==> src/rtl/wbs_uart_rx_fifo.sv <==
// wbs_uart_rx_fifo: UART receiver with status-tagged receive FIFO behind a Wishbone slave
//   wbs_clk_i/wbs_rst_i : clock, async active-high reset
//   wbs_cyc_i/stb_i/we_i/adr_i, wbs_dat_o/ack_o : Wishbone slave (adr 0 DATA, 1 STATUS)
//   irq_uart_rx : high while FIFO holds data
//   uart_rx     : asynchronous serial input, idle high
module wbs_uart_rx_fifo #(
  parameter int TICKS_PER_BAUD = 16,
  parameter int DATA_BITS = 8,
  parameter int PARITY = 0,
  parameter int FIFO_DEPTH = 16
) (
  input  logic        wbs_clk_i,
  input  logic        wbs_rst_i,
  input  logic        wbs_cyc_i,
  input  logic        wbs_stb_i,
  input  logic        wbs_we_i,
  input  logic        wbs_adr_i,
  output logic [15:0] wbs_dat_o,
  output logic        wbs_ack_o,
  output logic        irq_uart_rx,
  input  logic        uart_rx
);
  localparam int TW = $clog2(TICKS_PER_BAUD);
  localparam int AW = $clog2(FIFO_DEPTH);
  localparam logic [TW-1:0] MID = TW'(TICKS_PER_BAUD / 2);
  localparam logic [TW-1:0] LAST = TW'(TICKS_PER_BAUD - 1);
  localparam logic [2:0] LAST_BIT = 3'(DATA_BITS - 1);
  typedef enum logic [2:0] {ST_IDLE, ST_START, ST_DATA, ST_PARITY, ST_STOP} state_t;
  state_t state_q, state_d;
  logic s1_q, s2_q, hold_q, hold_d, perr_q, perr_d, ovr_q, ovr_d, ack_q, irq_q;
  logic [TW-1:0] tick_q, tick_d;
  logic [2:0] bit_q, bit_d;
  logic [7:0] sh_q, sh_d;
  logic [AW-1:0] wptr_q, rptr_q;
  logic [AW:0] cnt_q, cnt_d;
  logic [15:0] dat_q, dat_d;
  logic [9:0] mem [FIFO_DEPTH];
  logic rx, mid, push, push_ok, req, rd_data, rd_stat, pop, empty, full;
  assign rx = s2_q;
  assign mid = tick_q == MID;
  always_comb begin
    state_d = state_q;
    tick_d = (tick_q == LAST) ? '0 : tick_q + TW'(1);
    bit_d = bit_q;
    sh_d = sh_q;
    perr_d = perr_q;
    hold_d = hold_q;
    push = 1'b0;
    case (state_q)
      ST_IDLE: begin
        tick_d = '0;
        // after a framing error, wait for the line to be seen high before re-arming
        hold_d = hold_q & !rx;
        state_d = (!rx && !hold_q) ? ST_START : ST_IDLE;
      end
      ST_START: if (mid) begin
        state_d = rx ? ST_IDLE : ST_DATA;
        bit_d = '0;
        sh_d = '0;
        perr_d = 1'b0;
      end
      ST_DATA: if (mid) begin
        sh_d[bit_q] = rx;
        bit_d = bit_q + 3'd1;
        if (bit_q == LAST_BIT) state_d = (PARITY == 0) ? ST_STOP : ST_PARITY;
      end
      ST_PARITY: if (mid) begin
        perr_d = (^sh_q) ^ rx ^ (PARITY == 1);
        state_d = ST_STOP;
      end
      ST_STOP: if (mid) begin
        push = 1'b1;
        hold_d = !rx;
        state_d = ST_IDLE;
      end
      default: state_d = ST_IDLE;
    endcase
  end
  assign empty = cnt_q == '0;
  assign full = cnt_q == (AW + 1)'(FIFO_DEPTH);
  assign push_ok = push & !full;
  assign req = wbs_cyc_i & wbs_stb_i & !ack_q;
  assign rd_data = req & !wbs_we_i & !wbs_adr_i;
  assign rd_stat = req & !wbs_we_i & wbs_adr_i;
  assign pop = rd_data & !empty;
  assign cnt_d = cnt_q + (AW + 1)'(push_ok) - (AW + 1)'(pop);
  assign ovr_d = (push & full) | (ovr_q & !rd_stat);
  assign dat_d = rd_data ? (empty ? 16'h0 : {1'b1, 5'b0, mem[rptr_q]}) :
                 rd_stat ? {5'b0, ovr_q, full, empty, 8'(cnt_q)} : dat_q;
  always_ff @(posedge wbs_clk_i or posedge wbs_rst_i)
    if (wbs_rst_i) begin
      s1_q <= 1'b1;
      s2_q <= 1'b1;
      state_q <= ST_IDLE;
      tick_q <= '0;
      bit_q <= '0;
      sh_q <= '0;
      perr_q <= 1'b0;
      hold_q <= 1'b0;
      wptr_q <= '0;
      rptr_q <= '0;
      cnt_q <= '0;
      ovr_q <= 1'b0;
      ack_q <= 1'b0;
      dat_q <= '0;
      irq_q <= 1'b0;
    end else begin
      s1_q <= uart_rx;
      s2_q <= s1_q;
      state_q <= state_d;
      tick_q <= tick_d;
      bit_q <= bit_d;
      sh_q <= sh_d;
      perr_q <= perr_d;
      hold_q <= hold_d;
      wptr_q <= push_ok ? wptr_q + AW'(1) : wptr_q;
      rptr_q <= pop ? rptr_q + AW'(1) : rptr_q;
      cnt_q <= cnt_d;
      ovr_q <= ovr_d;
      ack_q <= req;
      dat_q <= dat_d;
      irq_q <= !empty;
    end
  always_ff @(posedge wbs_clk_i)
    if (push_ok) mem[wptr_q] <= {!rx, perr_q, sh_q};
  assign wbs_dat_o = dat_q;
  assign wbs_ack_o = ack_q;
  assign irq_uart_rx = irq_q;
endmodule

==> config.mk <==
export PLATFORM = sky130hd
export DESIGN_NAME = wbs_uart_rx_fifo
export DESIGN_NICKNAME = d
export VERILOG_FILES = /design/src/rtl/wbs_uart_rx_fifo.sv
export SDC_FILE = /design/constraint.sdc
export NUM_CORES = 1
export LEC_CHECK = 0
export CAP_MARGIN = 30
export CELL_PAD_IN_SITES_DETAIL_PLACEMENT = 1
export CELL_PAD_IN_SITES_GLOBAL_PLACEMENT = 2
export CORE_MARGIN = 10
export CORE_UTILIZATION = 44
export CTS_BUF_LIST = sky130_fd_sc_hd__clkbuf_8
export DETAILED_ROUTE_END_ITERATION = 8
export GPL_ROUTABILITY_DRIVEN = 0
export HOLD_SLACK_MARGIN = 0.1
export PLACE_DENSITY_LB_ADDON = 0.1
export SYNTH_ARGS = -nofsm -noshare
export SYNTH_HDL_FRONTEND = slang
export SYNTH_SLANG_ARGS = --single-unit
==> constraint.sdc <==
create_clock -name wbs_clk_i -period 2.6 [get_ports wbs_clk_i]
set_clock_uncertainty 0.05 [all_clocks]
set_input_delay 0.39 -clock wbs_clk_i [delete_from_list [all_inputs] [get_ports wbs_clk_i]]
set_output_delay 0.39 -clock wbs_clk_i [all_outputs]
set_load 0.02 [all_outputs]
==> results.md <==
- Final setup fails: 0
- I/O pins: 25
- Chip width: 160.7 um
- Least-Margin Pin Slew: 0.9167 ns
- Post-synthesis register bit count: 210
- Cell Rows: 51
- Main flop type after synthesis: edfxtp_1
- Most frequent cells in the layout: edfxtp_1, dfrtp_1, buf_4
- Area growth syn-to-layout: 17.60%
- Static leakage: 3.709 nW
- Slew HR: 0.3832
- TritonCTS Buffers: 37
- Die H: 160.7 um
- Critical Path Fanout Max: 3
- Synthesized area per cell: 17.11 um2
- R2R cell count: 14
- Post-route minimum period: 2.475 ns
- Slew Viols, Final: 0
- Crit path capture type: flop
- Via count: 4,709
- Final Hold Viols: 0
- Post-synth EDFFs: 160
- Asr flop ratio synth: 0.2381
- Largest net degree at the start of global routing: 29
- ANT cells: 0
- GRT Util Overall: 0.1543
- Final Core Density: 0.5261
- Max VDD drop: 0.0003183 V
- Design area: 10,240 um2
- WS Path Type: flop to flop
- Core area: 19,460 um2
- DP HPWL: 12.97 mm
- Final worst slack: 0.1249 ns
- Initial core utilization: 0.4474
- Sink Count: 210
- Hold-fix buffers, CTS: 0
- Worst skew pair latency: 0.52 ns
- Post-route antenna net violation count: 0
- Register area share after synthesis: 0.6958
- Post-layout nets: 613
- Number of remaining DRC errors: 0
- Yosys top cell area share: 0.5518
- Leading area contributor after synthesis: edfxtp_1
- GRT overflow: 0
- First-pass GRT wire length: 30.53 mm
- Die Area: 25,810 um2
- HP Class: primary input to asynchronous set/reset pin
- Yosys Warn Count: 0
- Placed cells: 811
- Routed vias/inst: 5.339
- Worst-path clk slew: 0.06 ns
- Tot Pwr: 9.383 mW
- Routed WL: 19.59 mm
- H-Tree Depth: 2
- Netlist cell types: 62
- Post-Syn Area: 8707 um2
- Fin cells: 882
- Tcrit/Tclk final: 0.9520
- Cells after synthesis: 509
- Fin Setup TNS: 0 ns
- CTS tree: yes
- Max Cap Violations: 0
- Port Buf Inserts: 20
- Hold slack: 0.2137 ns
- PD cells: 916.3 nW/um2
- Synth top area cells: edfxtp_1, dfrtp_1, mux4_2, mux4_1, ha_1
- Clk root buf: clkbuf_8
- Drt first-iter violations: 324
- Critical Path RT: 2.98 ns
- Layout cells sized above 1: 0.2464
- Per-cell routed wire length: 22.21 um
- Post-Place Cell Area: 9469 um2
- Drt pass-1 iters: 4
- Crit path launch type: flop
- Fmax: 404.0 MHz
- Place WS: -0.1253 ns
- Commonest non-fill, non-tap cell in the layout: edfxtp_1
- Outcome: completed
- Max clock buf depth: 3
- Initial antenna violation count: 0
- Vias in the first global route: 5,123
- CP arrival: 2.86 ns
==> flip-flops by register name, indices dropped and copies added (netlist names) <==
signal / cells
mem: 160
hold_q: 1
perr_q: 1
ovr_q: 1
rptr_q: 4
irq_uart_rx: 1
tick_q: 4
bit_q: 3
s1_q: 1
wbs_dat_o: 12
cnt_q: 5
wbs_ack_o: 1
wptr_q: 4
state_q: 3
sh_q: 8
rx: 1
==> final cells by class <==
cell class	count	area [um2]
Clock inverter	26	136.4
Timing Repair Buffer	67	603.1
Tap cell	265	331.6
Sequential cell	210	6060
Inverter	20	75.07
Multi-Input combinational cell	254	2484
Fill cell	1855	9223
Clock buffer	40	550.5
==> what timing repair did <==
action	4_1_cts	5_1_grt
gates resized for setup	0	12
setup endpoints to repair	0	2
buffers inserted	0	5
==> cell usage after synthesis, drive strengths merged (4+ instances only) <==
master / n
mux4: 37
mux2i: 12
edfxtp: 160
o21ai: 23
nand2: 17
ha: 15
xor2: 4
a21oi: 6
clkbuf: 15
nand3: 9
a22o: 7
o21a: 4
nor2: 24
mux2: 8
a31oi: 5
nand2b: 4
nor3: 8
dfrtp: 48
inv: 20
and3: 6
buf: 13
a221oi: 6
nor2b: 5
a22oi: 4
xnor2: 14
==> final timing paths <==
check                           from        to  slack (ns)
min in group wbs_clk_i       uart_rx      s1_q        0.24
setup reg to reg            cnt_q[3]  cnt_q[4]        0.12
hold / removal             wbs_rst_i  cnt_q[1]        0.21
max in group asynchronous  wbs_rst_i      s1_q        1.63
setup / recovery            cnt_q[3]  cnt_q[4]        0.12
hold reg to reg                 s1_q        rx        0.30
==> layer usage <==
metal | share of wire | vias up | track usage
li1 | - | 2152 | -
met1 | 0.44 | 2431 | 0.2004
met2 | 0.49 | 92 | 0.2505
met3 | 0.051 | 34 | 0.03400
met4 | 0.021 | 0 | 0.05467
met5 | 0 | - | 0
==> cells by family (layout without fill, tap and decap cells) <==
logic type                 after synthesis  in the layout  synth area share
AOI/OAI and AO/OA                       67             67           0.05145
xor gates and xnor gates                19             19           0.02069
adders and majority gates               16             16           0.02385
buffers and inverters                   48            153           0.02759
DFF                                    210            210            0.6958
muxes                                   57             57            0.1233
other                                    1              4         0.0004307
and+or+nand+nor                         91             91           0.05691
==> power by group <==
| group | leakage [nW] | internal (mW) | switching, mW |
|---|---|---|---|
| Sequential | 2.07 | 3.88 | 0.311 |
| Clock | 0.401 | 1.52 | 1.30 |
| Combinational | 1.24 | 1.19 | 1.18 |
| Total | 3.71 | 6.59 | 2.79 |
==> critical path: stages, from the launching register on <==
cell	delay, ns
dfrtp_1	0.38
inv_2	0.07
ha_4	0.17
and4bb_2	0.26
nor3_4	0.19
inv_2	0.07
ha_4	0.21
inv_2	0.06
ha_4	0.12
inv_2	0.04
fa_2	0.36
inv_2	0.06
a21oi_1	0.05
o21bai_1	0.18
xnor2_1	0.14
(Power assumes the default switching activity.)
